$ cat src/rtl/btn_rate_ctrl.sv
// Debounced push-button that steps a blink rate index on each accepted press
// and publishes the matching half-period to a downstream blinker.
module btn_rate_ctrl #(
   parameter int unsigned DEBOUNCE_CYCLES = 500000,
   parameter bit          BTN_ACTIVE_LOW  = 1'b1,
   parameter logic [31:0] RATE0           = 32'd10000000,
   parameter logic [31:0] RATE1           = 32'd5000000,
   parameter logic [31:0] RATE2           = 32'd2500000,
   parameter logic [31:0] RATE3           = 32'd1250000
) (
   input  logic        clk,
   input  logic        rst,
   input  logic        btn_in,
   output logic        btn_level,
   output logic        press,
   output logic [1:0]  rate_idx,
   output logic [31:0] half_period,
   output logic        period_valid
);

   typedef enum logic [1:0] {
      RELEASED,
      CONFIRM_PRESS,
      PRESSED,
      CONFIRM_RELEASE
   } state_t;

   localparam logic [23:0] CNT_LAST = 24'(DEBOUNCE_CYCLES - 1);
   localparam logic        IDLE_LVL = logic'(BTN_ACTIVE_LOW);

   state_t      state_q, state_d;
   logic [23:0] cnt_q, cnt_d;
   logic        sync1_q, sync2_q;
   logic        level_q, level_d;
   logic        press_q, press_d;
   logic [1:0]  idx_q, idx_d;
   logic [31:0] hp_q, hp_d;
   logic        pv_q, pv_d;
   logic        s_pressed;
   logic [1:0]  idx_inc;

   function automatic logic [31:0] rate_of(input logic [1:0] idx);
      logic [31:0] r;
      case (idx)
         2'd0:    r = RATE0;
         2'd1:    r = RATE1;
         2'd2:    r = RATE2;
         default: r = RATE3;
      endcase
      return r;
   endfunction

   assign s_pressed = sync2_q ^ logic'(BTN_ACTIVE_LOW);
   assign idx_inc   = idx_q + 2'd1;

   always_comb begin
      state_d = state_q;
      cnt_d   = cnt_q;
      level_d = level_q;
      press_d = 1'b0;
      idx_d   = idx_q;
      hp_d    = hp_q;
      pv_d    = 1'b0;
      case (state_q)
         RELEASED: begin
            if (s_pressed) begin
               state_d = CONFIRM_PRESS;
               cnt_d   = 24'd1;
            end
         end
         CONFIRM_PRESS: begin
            if (!s_pressed) begin
               state_d = RELEASED;
               cnt_d   = 24'd0;
            end else if (cnt_q == CNT_LAST) begin
               // Rate advance and its half-period are published together.
               state_d = PRESSED;
               cnt_d   = 24'd0;
               level_d = 1'b1;
               press_d = 1'b1;
               idx_d   = idx_inc;
               hp_d    = rate_of(idx_inc);
               pv_d    = 1'b1;
            end else begin
               cnt_d = cnt_q + 24'd1;
            end
         end
         PRESSED: begin
            if (!s_pressed) begin
               state_d = CONFIRM_RELEASE;
               cnt_d   = 24'd1;
            end
         end
         CONFIRM_RELEASE: begin
            if (s_pressed) begin
               state_d = PRESSED;
               cnt_d   = 24'd0;
            end else if (cnt_q == CNT_LAST) begin
               state_d = RELEASED;
               cnt_d   = 24'd0;
               level_d = 1'b0;
            end else begin
               cnt_d = cnt_q + 24'd1;
            end
         end
         default: begin
            state_d = RELEASED;
            cnt_d   = 24'd0;
         end
      endcase
   end

   always_ff @(posedge clk) begin
      if (rst) begin
         sync1_q <= IDLE_LVL;
         sync2_q <= IDLE_LVL;
         state_q <= RELEASED;
         cnt_q   <= 24'd0;
         level_q <= 1'b0;
         press_q <= 1'b0;
         idx_q   <= 2'd0;
         hp_q    <= RATE0;
         pv_q    <= 1'b0;
      end else begin
         sync1_q <= btn_in;
         sync2_q <= sync1_q;
         state_q <= state_d;
         cnt_q   <= cnt_d;
         level_q <= level_d;
         press_q <= press_d;
         idx_q   <= idx_d;
         hp_q    <= hp_d;
         pv_q    <= pv_d;
      end
   end

   assign btn_level    = level_q;
   assign press        = press_q;
   assign rate_idx     = idx_q;
   assign half_period  = hp_q;
   assign period_valid = pv_q;

endmodule

$ cat config.mk
export PLATFORM = sky130hd
export DESIGN_NAME = btn_rate_ctrl
export DESIGN_NICKNAME = d
export VERILOG_FILES = /design/src/rtl/btn_rate_ctrl.sv
export SDC_FILE = /design/constraint.sdc
export NUM_CORES = 1
export LEC_CHECK = 0
export ABC_AREA = 1
export CAP_MARGIN = 20
export CORE_MARGIN = 2
export CORE_UTILIZATION = 50
export CTS_CLUSTER_SIZE = 12
export DETAILED_ROUTE_END_ITERATION = 8
export GPL_ROUTABILITY_DRIVEN = 0
export PLACE_DENSITY = 0.74
export SLEW_MARGIN = 30
export SYNTH_ARGS = -nofsm -noshare
export SYNTH_HDL_FRONTEND = slang
export SYNTH_SLANG_ARGS = --single-unit
$ cat constraint.sdc
create_clock -name clk -period 1.7 [get_ports clk]
set_input_delay 0.255 -clock clk [delete_from_list [all_inputs] [get_ports clk]]
set_output_delay 0.255 -clock clk [all_outputs]
set_load 0.01 [all_outputs]
* Word-level counts from Yosys, hierarchy flattened
Cells that the tools add are included.
** Storage, ports and cells
- Memory bits (writable) :: 0
- Memories kept :: 0
- Logic and storage cells :: 54
- Bits in latches :: 0
- Bits in read-only memories :: 0
- Register bits :: 64
- Input port bits :: 3
- Output and inout bits :: 37
** Operators by class
- Bitwise operators :: 2
- Divide/modulo/power cells :: 0
- Reductions and logical operators :: 8
- Eq/ne operators :: 14
- Multipliers :: 0
- Add/subtract/negate cells :: 2
- Multiplexer cells :: 20
- Shift operators :: 0
- Order comparisons :: 0
** Operator list (number)
- two-way mux 24 bit :: 5
- case mux 24 bit (4 select lines) :: 1
- case mux 24 bit (3 select lines) :: 1
- adder 24 x 1 -> 24 bit (second input constant) :: 1
- equality test 24 x 19 -> 1 bit (second input constant) :: 1
- two-way mux 2 bit :: 6
- != test 2 bit (second input constant) :: 6
- case mux 2 bit (4 select lines) :: 1
- equality test 2 bit (second input constant) :: 3
- != test 3 bit (second input constant) :: 2
- two-way mux 1 bit :: 5
- AND reduction 5 bit :: 1
- equality test 2 x 1 -> 1 bit (second input constant) :: 2
- zero test 2 bit :: 2
- AND reduction 4 bit :: 1
- AND reduction 3 bit :: 1
- OR reduction 3 bit :: 1
- adder 2 x 1 -> 2 bit (second input constant) :: 1
- NOT 1 bit :: 2
- case mux 1 bit (2 select lines) :: 1
- AND reduction 2 bit :: 1
- nonzero test 2 bit :: 1

* Longest topological paths before layout
- Depth in word-level cells :: 4
- Gate-level depth with buffers :: 11
- Depth with buffers taken out :: 11

* Least setup slack after synthesis
Ideal clock, no wire load.
- Path kind :: flip-flop to flip-flop
- From :: reg cnt_q[0]
- To :: reg hp_q[20], in the netlist half_period[20]
- Data arrival time :: 1407 ps
- Path buffers :: 1
- Clock period less this slack :: 1534 ps
- Slack :: 166 ps
- Cell stages (with the launch flop) :: 10
- Path through :: dfxtp_1 -> ha_1 -> nand2_2 -> nor2_8 -> nand2_2 -> nor2_4 -> nand3_4 -> buf_6 -> nand2_1 -> nand4_1
** Between the ends
- Word-level cells in the longest chain between the ends :: 2
** RTL lines
- start: declaration :: line 32 : logic [23:0] cnt_q, cnt_d;
- start signal: assignment :: line 128 : cnt_q <= cnt_d;
- equality test 24 x 19 -> 1 bit :: line 75 : end else if (cnt_q == CNT_LAST) begin
- AND reduction 3 bit (no source line)
- end signal: assignment :: line 132 : hp_q <= hp_d;
- end: declaration :: line 37 : logic [31:0] hp_q, hp_d;
No other way between the ends.
A chain may end at the register's enable or synchronous reset.

* Final worst setup path
- From :: reg idx_q[0], in the netlist rate_idx[0]
- To :: out rate_idx[0]
** RTL lines
- start: declaration :: line 36 : logic [1:0] idx_q, idx_d;
- start signal: assignment :: line 131 : idx_q <= idx_d;
- end: declaration :: line 16 : output logic [1:0] rate_idx,
No word-level cell between the ends.

==> impl_metrics.json <==
{
  "synth_cell_types": 36,
  "holdPathStages": 1,
  "yosysWarnings": 0,
  "syn_to_final_growth_pct": 26.7,
  "status": "finished clean",
  "ant_nets": 0,
  "ios": 40,
  "setup_slack_ns": 0.0675,
  "wl_um": 6870,
  "cts.sinks": 43,
  "setup_tns_ns": 0,
  "antenna_found_initial": 0,
  "cp_top_family": "buffers and inverters",
  "place_hpwl_um": 4850,
  "worst_ep_arrival_time_ns": 1.38,
  "preCtsSetupSlack_ns": -0.0705,
  "slew_headroom_pct": 64.3,
  "fillCellCount": 498,
  "portBuffers": 27,
  "clk-insertion-delay-late_ns": 0.31,
  "final-hold-violation-count": 0,
  "layout.cells.non_filler": 549,
  "clk_pin_slew_ns": 0.09,
  "avgSynthCellArea_um2": 6.76,
  "rows": 27,
  "synthArstFlopShare_pct": 0,
  "hold_path_class": "reg2reg",
  "cp_cell_sequence": "clkdlybuf4s50_1",
  "die_y_um": 78.4,
  "vias_per_cell": 5.06,
  "post-route-min-period_ns": 1.63,
  "start_util_pct": 51.1,
  "drc_errors": 0,
  "final_cell_mix": "111 x nand2_1, 49 x buf_4, 46 x nor2_1",
  "grt-ovfl-total": 0,
  "worst_slew_pin_slew_ns": 0.535,
  "cts_buffers": 5,
  "cts_max_path_buffers": 2,
  "hold_start": "sync1_q$_SDFF_PP1_",
  "clock-root-buffer": "clkbuf_8",
  "fmax_mhz": 613,
  "path_class": "reg2out",
  "clock_skew_ns": 0.00896,
  "fin_total_pwr_mw": 1.93,
  "die_w_um": 78.4,
  "grt_max_degree": 31,
  "cp_data_required_time_ns": 1.44,
  "utilization_pct": 64.8,
  "drt_iter0_drc": 146,
  "end_kind": "output port",
  "wl_per_cell_um": 12.5,
  "seq_area_um2": 863,
  "cts_tree": "done",
  "post_dp_cell_area_mm2": 0.00330,
  "critPathSlowestCell": "clkdlybuf4s50_1",
  "grt_pass1_vias": 2519,
  "path_buf_inv": 1,
  "r2r_start": "cnt_q[6]$_SDFFE_PP0P_",
  "synth_seq_area_share_pct": 31.1,
  "grt_pass1_wl_um": 11200,
  "multi_input_area_mm2": 0.00161,
  "grt_use_total_pct": 22.9,
  "wl_met1_um": 2960,
  "fin_area_mm2": 0.00350,
  "drv_slew": 0,
  "post-route-period-util_pct": 96.0,
  "antenna-diode-count": 0,
  "p_leak_nw": 1.50,
  "worst_hold_slack_ns": 0.414,
  "drive_gt1_share_pct": 23.9,
  "cts.htree.levels": 2,
  "syn_area_mm2": 0.00276,
  "coreArea_mm2": 0.00541,
  "num_vias": 2779,
  "synth_cells": 409,
  "maxCapViolCount": 0,
  "met2_length_um": 3320,
  "worstRegToRegCells": 9,
  "crit_fanout": 7,
  "startpoint_type": "flip-flop",
  "fin_nets": 486,
  "dp.cells": 533,
  "synth_edf_count": 0,
  "ys.flop_type": "dfxtp_1",
  "wl_met3_um": 424,
  "r2r_slack_ns": 0.09,
  "crit_path_max_incr_delay_ns": 0.59,
  "die-area_mm2": 0.00614,
  "final_common_cell": "nand2_1",
  "top_layer_used": "met4",
  "holdBufCountCts": 0,
  "rsz0062_at_grt": "yes",
  "hold_path_end": "sync2_q$_SDFF_PP1_",
  "drt-pass1-iter-count": 4,
  "setup_viol": 0,
  "ys_ff_latch": 43,
  "ir_drop_mv": 0.464,
  "p_per_area_mw_per_mm2": 550
}
==> flip-flops by register name, summed over array words and instances (netlist names), named ones only <==
name	flops
state_q	1
btn_level	1
sync1_q	1
period_valid	1
half_period	12
rate_idx	1
cnt_q	24
sync2_q	1
==> timing repair <==
item                       in CTS  in global routing
gates resized for setup         0                 16
buffers inserted                4                  2
cloned                          0                  2
pin swaps                       0                  3
setup endpoints to repair       9                 38
==> cell families after synthesis <==
kind of cell / count (synthesis) / share of synthesized area, %
buffers and inverters: 79 / 14.7
AOI/OAI and AO/OA: 51 / 11.8
xor gates and xnor gates: 3 / 0.951
adders and majority gates: 7 / 3.17
DFF: 43 / 31.1
and+or+nand+nor: 225 / 38.1
other: 1 / 0.136
==> power breakdown <==
part | leakage [nW] | total (mW) | internal, mW | switching [mW]
Combinational | 1.11 | 0.224 | 0.0748 | 0.149
Sequential | 0.348 | 1.03 | 1.02 | 0.0103
Clock | 0.0402 | 0.670 | 0.286 | 0.384
Total | 1.50 | 1.93 | 1.38 | 0.544
==> cells in the mapped netlist, types with 2 or more instances <==
| master | count | area, µm² |
|---|---|---|
| o21bai_1 | 2 | 15.0 |
| nor2_2 | 2 | 12.5 |
| nand3_2 | 7 | 70.1 |
| inv_1 | 45 | 169 |
| or2_2 | 2 | 12.5 |
| nor2_1 | 51 | 191 |
| o21ai_2 | 3 | 26.3 |
| xor2_1 | 2 | 17.5 |
| clkbuf_1 | 4 | 15.0 |
| nand2_2 | 5 | 31.3 |
| nand3_1 | 24 | 120 |
| buf_4 | 22 | 165 |
| ha_1 | 7 | 87.6 |
| a21oi_1 | 19 | 95.1 |
| nor2_4 | 5 | 56.3 |
| nand3b_1 | 3 | 22.5 |
| buf_2 | 2 | 10.0 |
| dfxtp_1 | 43 | 861 |
| inv_2 | 2 | 7.51 |
| nand2_1 | 113 | 424 |
| buf_6 | 3 | 33.8 |
| o21ai_1 | 3 | 15.0 |
| a21oi_2 | 10 | 87.6 |
| nand4_1 | 8 | 50.1 |
| o21ai_0 | 11 | 55.1 |
==> cell type report <==
type | count | area share [%]
Sequential cell | 43 | 24.7
Multi-Input combinational cell | 300 | 45.9
Clock inverter | 3 | 0.572
Tap cell | 72 | 2.57
Clock buffer | 5 | 1.96
Inverter | 48 | 5.18
Timing Repair Buffer | 78 | 19.1
==> per-layer routing <==
layer  vias to the layer above  GRT usage (%)
met2                        85           38.6
li1                       1392              -
met1                      1289           29.1
met4                         0           9.82
met5                         -              0
met3                        13           3.68
==> how the worst max path moves through the flow <==
stage,from,end,slack [ns],cells after the start
floorplan,cnt_q[0]$_SDFFE_PP0P_,half_period[20]$_SDFFE_PP1P_,0.17,9
global placement,cnt_q[0]$_SDFFE_PP0P_,cnt_q[16]$_SDFFE_PP0P_,-0.31,8
detailed placement,cnt_q[1]$_SDFFE_PP0P_,half_period[19]$_SDFFE_PP1P_,-0.07,11
CTS,cnt_q[0]$_SDFFE_PP0P_,cnt_q[16]$_SDFFE_PP0P_,-0.02,8
global route,cnt_q[0]$_SDFFE_PP0P_,half_period[19]$_SDFFE_PP1P_,-0.03,11
finish,rate_idx[0]$_SDFFE_PP0P_,rate_idx[0],0.07,1
No activity file was read; power rests on OpenSTA's default activity.
